File: config.mk
export PLATFORM = sky130hd
export DESIGN_NAME = ac97_cmd_sequencer
export DESIGN_NICKNAME = d
export VERILOG_FILES = /design/src/rtl/ac97_cmd_sequencer.sv
export SDC_FILE = /design/constraint.sdc
export NUM_CORES = 1
export LEC_CHECK = 0
export ABC_AREA = 0
export CAP_MARGIN = 20
export CORE_ASPECT_RATIO = 1.2
export CORE_UTILIZATION = 30
export DETAILED_ROUTE_END_ITERATION = 10
export DONT_BUFFER_PORTS = 1
export SLEW_MARGIN = 30
export SYNTH_ARGS = -nofsm -noshare
export SYNTH_HDL_FRONTEND = slang
export SYNTH_SLANG_ARGS = --single-unit
File: constraint.sdc
create_clock -name clk -period 1.9 [get_ports clk]
set_input_delay 0.38 -clock clk [delete_from_list [all_inputs] [get_ports clk]]
set_output_delay 0.38 -clock clk [all_outputs]
set_load 0.01 [all_outputs]
File: src/rtl/ac97_cmd_sequencer.sv
// Issues the AC97 codec initialisation writes over a valid/taken handshake once the codec is ready.
// Optional runtime master-volume writes are compiled in with `define AUDIO_VOL_UPDATE_EN.
module ac97_cmd_sequencer #(
   parameter int SETTLE_CYCLES = 1024
) (
   input  logic        clk,
   input  logic        rst_n,
   input  logic        audio_ready,
   input  logic        codec_ready,
   input  logic        cmd_taken,
   input  logic        vol_req,
   input  logic [4:0]  vol_att,
   input  logic        vol_mute,
   output logic        cmd_valid,
   output logic [6:0]  cmd_addr,
   output logic [15:0] cmd_data,
   output logic        config_done
);

   localparam int CW = $clog2(SETTLE_CYCLES) + 1;
   localparam logic [CW-1:0] SETTLE_LAST = CW'(SETTLE_CYCLES - 1);
   localparam logic [2:0] TABLE_LEN = 3'd5;

   typedef enum logic [2:0] {WAIT_READY, SETTLE, ISSUE, GAP, RUN} state_t;

   typedef struct packed {
      logic [6:0]  addr;
      logic [15:0] data;
   } cmd_t;

   function automatic cmd_t table_entry(input logic [2:0] idx);
      case (idx)
         3'd0:    table_entry = '{addr: 7'h02, data: 16'h0000};
         3'd1:    table_entry = '{addr: 7'h04, data: 16'h0000};
         3'd2:    table_entry = '{addr: 7'h18, data: 16'h0808};
         3'd3:    table_entry = '{addr: 7'h1A, data: 16'h0000};
         3'd4:    table_entry = '{addr: 7'h1C, data: 16'h0F0F};
         default: table_entry = '0;
      endcase
   endfunction

   state_t         state, state_nxt;
   logic [CW-1:0]  settle_cnt, settle_cnt_nxt;
   logic [2:0]     index, index_nxt;
   logic           vol_active, vol_active_nxt;
   logic [6:0]     addr_nxt;
   logic [15:0]    data_nxt;
   logic           ready;
   logic           load_vol;
   logic           pending;
   logic [15:0]    vol_word;
   cmd_t           entry;

   assign ready = audio_ready & codec_ready;
   assign entry = table_entry(index);

   // NOTE: every signal gets its default before the case so no path leaves a value unassigned (no latches).
   always_comb begin
      state_nxt      = state;
      settle_cnt_nxt = settle_cnt;
      index_nxt      = index;
      vol_active_nxt = vol_active;
      addr_nxt       = cmd_addr;
      data_nxt       = cmd_data;
      load_vol       = 1'b0;

      case (state)
         WAIT_READY: begin
            index_nxt      = '0;
            vol_active_nxt = 1'b0;
            if (ready) begin
               state_nxt      = SETTLE;
               settle_cnt_nxt = '0;
            end
         end
         SETTLE: begin
            settle_cnt_nxt = settle_cnt + 1'b1;
            if (settle_cnt == SETTLE_LAST) begin
               state_nxt      = ISSUE;
               index_nxt      = '0;
               vol_active_nxt = 1'b0;
               {addr_nxt, data_nxt} = table_entry(3'd0);
            end
         end
         ISSUE: begin
            if (cmd_taken) begin
               state_nxt = GAP;
               if (!vol_active && index < TABLE_LEN) index_nxt = index + 3'd1;
            end
         end
         GAP: begin
            if (index < TABLE_LEN) begin
               state_nxt      = ISSUE;
               vol_active_nxt = 1'b0;
               addr_nxt       = entry.addr;
               data_nxt       = entry.data;
            end else if (pending) begin
               state_nxt      = ISSUE;
               vol_active_nxt = 1'b1;
               load_vol       = 1'b1;
               addr_nxt       = 7'h02;
               data_nxt       = vol_word;
            end else begin
               state_nxt = RUN;
            end
         end
         RUN: begin
            if (pending) begin
               state_nxt      = ISSUE;
               vol_active_nxt = 1'b1;
               load_vol       = 1'b1;
               addr_nxt       = 7'h02;
               data_nxt       = vol_word;
            end
         end
         default: state_nxt = WAIT_READY;
      endcase

      // Losing either ready input overrides everything and restarts the whole sequence.
      if (!ready && state != WAIT_READY) begin
         state_nxt      = WAIT_READY;
         index_nxt      = '0;
         vol_active_nxt = 1'b0;
         load_vol       = 1'b0;
      end
   end

   // NOTE: sequential state uses non-blocking assignments so all registers update from pre-edge values.
   always_ff @(posedge clk) begin
      if (!rst_n) begin
         state      <= WAIT_READY;
         settle_cnt <= '0;
         index      <= '0;
         vol_active <= 1'b0;
         cmd_addr   <= '0;
         cmd_data   <= '0;
      end else begin
         state      <= state_nxt;
         settle_cnt <= settle_cnt_nxt;
         index      <= index_nxt;
         vol_active <= vol_active_nxt;
         cmd_addr   <= addr_nxt;
         cmd_data   <= data_nxt;
      end
   end

   assign cmd_valid   = (state == ISSUE);
   assign config_done = (index == TABLE_LEN);

`ifdef AUDIO_VOL_UPDATE_EN
   logic [4:0] att_q;
   logic       mute_q;
   logic       requeue;

   // An in-flight volume write cut short by readiness loss goes back to pending.
   assign requeue = (state == ISSUE) && vol_active && !ready;

   always_ff @(posedge clk) begin
      if (!rst_n) begin
         pending <= 1'b0;
         att_q   <= '0;
         mute_q  <= 1'b0;
      end else if (vol_req) begin
         pending <= 1'b1;
         att_q   <= vol_att;
         mute_q  <= vol_mute;
      end else if (load_vol) begin
         pending <= 1'b0;
      end else if (requeue) begin
         pending <= 1'b1;
      end
   end

   assign vol_word = {mute_q, 2'b00, att_q, 3'b000, att_q};
`else
   logic unused_vol;

   assign pending    = 1'b0;
   assign vol_word   = '0;
   assign unused_vol = ^{vol_req, vol_att, vol_mute, load_vol};
`endif

endmodule
Word level (Yosys, flattened, before mapping)
Cells that the tools add are included.
{"block": "totals", "out_inout_bits": 25, "word_cells": 65, "in_bits": 12, "regBits": 41}
{"block": "op_classes", "reduce_logical": 17, "mux": 21, "add_sub_neg": 2, "magnitude_cmp": 1, "bitwise": 3, "n_eq_ne": 15}
{"cell": "$pmux 21 s5", "count": 1}
{"cell": "$mux 16", "count": 2}
{"cell": "$pmux 16 s2", "count": 1}
{"cell": "$pmux 11 s2", "count": 1}
{"cell": "$mux 3", "count": 7}
{"cell": "$pmux 3 s5", "count": 1}
{"cell": "$mux 7", "count": 2}
{"cell": "$pmux 7 s2", "count": 1}
{"cell": "$eq 3x2->1 const B", "count": 4}
{"cell": "$add 11x1->11 const B", "count": 1}
{"cell": "$eq 11x10->1 const B", "count": 1}
{"cell": "$mux 11", "count": 1}
{"cell": "$eq 3x3->1 const B", "count": 3}
{"cell": "$pmux 3 s3", "count": 1}
{"cell": "$reduce_bool 3->1", "count": 3}
{"cell": "$ne 2x2->1 const B", "count": 4}
{"cell": "$reduce_and 4->1", "count": 2}
{"cell": "$eq 3x1->1 const B", "count": 2}
{"cell": "$logic_not 3->1", "count": 2}
{"cell": "$reduce_and 3->1", "count": 2}
{"cell": "$reduce_bool 2->1", "count": 2}
{"cell": "$add 3x1->3 const B", "count": 1}
{"cell": "$lt 3x3->1 const B", "count": 1}
{"cell": "$pmux 1 s3", "count": 1}
{"cell": "8 further kinds", "count": 12}

Depth between registers and ports, before layout
{"block": "logic_depth", "ltp_word": 5, "depth_mapped": 6, "depth_no_buf": 6}

Worst setup path after synthesis
Ideal clock, no wire load.
{"block": "synth_timing", "path_kind": "flip-flop to flip-flop", "start": "reg state[2]", "end": "reg settle_cnt[8]", "required_ns": 1.830, "path_slack_ns": 0.123, "n_path_buf": 2, "setup_time_ns": 0.070, "arrival_ns": 1.706, "stages_incl_launch_ff": 7, "period_less_slack_ns": 1.777, "path_cell_list": "dfxtp_1 > buf_6 > or3b_1 > buf_6 > or2_4 > or4_1 > a21oi_1"}
{"block": "synth_between", "elab_chain_cells": 3, "elab_cells_between_ends": 6, "classes_between": "eq/ne: 2; mux: 1; reduce/logical: 3"}
{"item": "from (decl)", "line": "42", "rtl": "state_t state, state_nxt;"}
{"item": "from (signal assigned)", "line": "138", "rtl": "state <= state_nxt;"}
{"item": "$eq 3x1->1 or $logic_not 3->1 (tied branches)", "line": "67", "rtl": "case (state)"}
{"item": "$reduce_bool 2->1 (no line) or $ne 2x2->1 (tied branches)"}
{"item": "$reduce_and 2->1 (no line)"}
{"item": "to (signal assigned)", "line": "139", "rtl": "settle_cnt <= settle_cnt_nxt;"}
{"item": "to (decl)", "line": "43", "rtl": "logic [CW-1:0] settle_cnt, settle_cnt_nxt;"}
Several ways; a longest one is shown, not always the timed one.
A chain may end at the register's enable or synchronous reset.

Worst setup path after layout
{"block": "layout_timing", "start": "reg settle_cnt[0]", "end": "reg cmd_data[3]"}
{"block": "layout_between", "elab_chain_cells": 3}
{"item": "$eq 11x10->1", "line": "78", "rtl": "if (settle_cnt == SETTLE_LAST) begin"}
{"item": "$ne 2x2->1 (no line)"}
{"item": "$reduce_and 3->1 (no line)"}
{"item": "to (signal assigned)", "line": "143", "rtl": "cmd_data <= data_nxt;"}
{"item": "to (decl)", "line": "16", "rtl": "output logic [15:0] cmd_data,"}
Every way passes these cells.

==> reports/results.tsv <==
metric	value	unit
outcome	finished clean	
place_inst	214	
drv_slew	0	
path_cells	ha_1, nand3_1, or2_4, o41ai_4, mux2i_1	
final_cell_mix	dfxtp_1 (22), a21oi_1 (16), nor2_1 (15), nand2_1 (12), conb_1 (11)	
path_delay_family	simple AND/OR/NAND/NOR gates	
wl_per_cell	11.7	µm
synth-seq-cells	22	
avgSynthCellArea	8.22	µm²
clk_pin_slew	0.09	ns
dieArea	4820	µm²
hpwl	1910	µm
worst_pin_slew	0.613	ns
drt_wl_total	2560	µm
cap_violations	0	
cp-start-kind	flop	
min_path_type	primary input to flop	
cts_setup_buffers	0	
ant_nets	0	
finalHoldViolCount	0	
initial_core_util	31.8	%
fin_crit	1.73	ns
ys_seq_area_share	32.3	%
numClockSinks	22	
final_layout_size_suffix_gt1_share	9.88	%
cts_resized	0	
grt_max_degree	13	
cts_root_buf	clkbuf_8	
cts_buffers	3	
grt_pass1_vias	963	
mostFrequentLayoutCell	dfxtp_1	
period_share	91.1	%
drtIter0Drc	36	
power_density	631	nW/µm²
maxSlewHeadroom	59.0	%
fp.dieW	63.6	µm
num-nets-final	181	
fin_setup_tns	0	ns
skew	0.00396	ns
grt_pass1_wl	4320	µm
ioPinCount	37	
post-route-util	32.5	%
critPathMaxStageDelay	0.40	ns
die_y	75.9	µm
postSynthCellCount	166	
grt_usage	11.1	%
fmax	0.578	GHz
place.gp.congestion	0.788	
clockBufferDepth	2	
overflow	0	
rsz0062_at_grt	false	
row_count	26	
vias_per_cell	5.03	
ctsHtreeMaxLevel	1	
netlist_area	1360	µm²
path_max_fanout	7	
cp_slowest_cell	dfxtp_1	
arrival	1.92	ns
dr.pass1.iters	4	
criticalPathCategory	flop to flop	
hold_ws	0.238	ns
clock_latency	0.26	ns
drc	0	
setup_viol	0	
vdd_ir_drop_max	329	µV
critPathBufInv	0	
cts_tree	built	
p_leak	0.509	nW
area_growth_syn_to_layout	2.20	%
core_area	4290	µm²
p_total	880	µW
cts_hold_buf	0	
stdcell_count	218	
cp.required	2.09	ns
numPortBuffers	0	
antenna_found_initial	0	
yosys_warnings	0	
diodes	0	
vias	1096	
cp-end-kind	flop	
synth_cell_types	44	
-- stage by stage --
stage	setup WS, ns	instance area, µm²
final	0.170	1390
after global routing	0.0319	1390
after CTS	0.167	1390
after detailed placement	0.191	1340
after global placement	0.202	1340
after floorplan	0.123	1400
-- path summary, 6_finish.rpt --
check | endpoint | slack, ns | cells past startpoint | from
hold reg to reg | settle_cnt[9] | 0.50 | 2 | settle_cnt[9]
setup reg to reg | cmd_data[3] | 0.17 | 5 | settle_cnt[0]
hold / removal | cmd_addr[3] | 0.24 | 1 | rst_n
setup / recovery | cmd_data[3] | 0.17 | 5 | settle_cnt[0]
-- synth_stat cells --
master	count	area share [%]
conb_1	1	0.27
inv_1	7	1.9
nor3b_1	1	0.55
or3_1	3	1.4
o22ai_1	1	0.46
o211ai_1	1	0.55
nand2_1	12	3.3
o41ai_4	1	2.0
clkbuf_1	2	0.55
and3b_2	1	0.73
o311ai_0	2	1.3
or3b_1	1	0.64
buf_2	1	0.37
a31oi_1	2	0.92
and2_1	3	1.4
o21ai_0	9	3.3
o21a_1	2	1.1
or2_2	1	0.46
or2_4	1	0.64
and3_1	1	0.46
o2bb2ai_1	3	1.9
a21o_1	2	1.1
nor2_1	15	4.1
mux2i_1	1	0.73
a22oi_1	2	1.1
nor3_1	3	1.1
a2bb2oi_1	1	0.64
nand4_1	2	0.92
buf_4	19	10
ha_1	6	5.5
o21ai_1	2	0.73
o221a_1	1	0.83
a21oi_1	16	5.9
nor4_1	1	0.46
or4_1	3	1.7
nand3b_1	2	1.1
a211oi_1	1	0.55
or4b_2	1	0.73
o31a_1	1	0.64
nand3_1	4	1.5
o32ai_1	2	1.3
mux2_2	1	0.83
buf_6	2	1.7
dfxtp_1	22	32
-- cell families (layout without fill, tap and decap cells) --
logic type / Yosys count / count (layout) / share of synthesized area, %
AND/OR/NAND/NOR: 55 / 55 / 21.1
AO/OA/AOI/OAI: 49 / 49 / 24.3
buffers and inverters: 31 / 17 / 15.0
flip-flops: 22 / 22 / 32.3
adder cells (fa/ha/maj): 6 / 6 / 5.50
multiplexers: 2 / 2 / 1.56
other: 1 / 11 / 0.275
-- area by class of cell --
cell class                 instances  area, µm²
clock buffer                       4       55.1
fill                             478       2900
inverter                           7       26.3
multi-input combinational        123        757
sequential                        22        440
tap                               56       70.1
timing repair buffer               6       45.0
-- per-layer routing --
| metal | up-vias | track usage [%] | share of wire (%) |
|---|---|---|---|
| met3 | 2 | 2.54 | 4.8 |
| li1 | 559 | - | - |
| met2 | 30 | 17.6 | 45 |
| met1 | 505 | 14.9 | 49 |
| met4 | 0 | 3.79 | 1.1 |
| met5 | - | 0 | 0 |
-- registers in the layout (all words and copies together), names as in the netlist --
register,count
cmd_data,2
settle_cnt,11
index,3
cmd_addr,3
state,3
-- report_power, final --
part	total [mW]	switching, mW	leakage [nW]	internal [mW]
logic	0.0712	0.0480	0.303	0.0232
clock network	0.341	0.157	0.0288	0.185
registers	0.467	0.00290	0.177	0.464
total	0.880	0.208	0.509	0.672
Note: power is estimated with default switching activity, not from simulation.
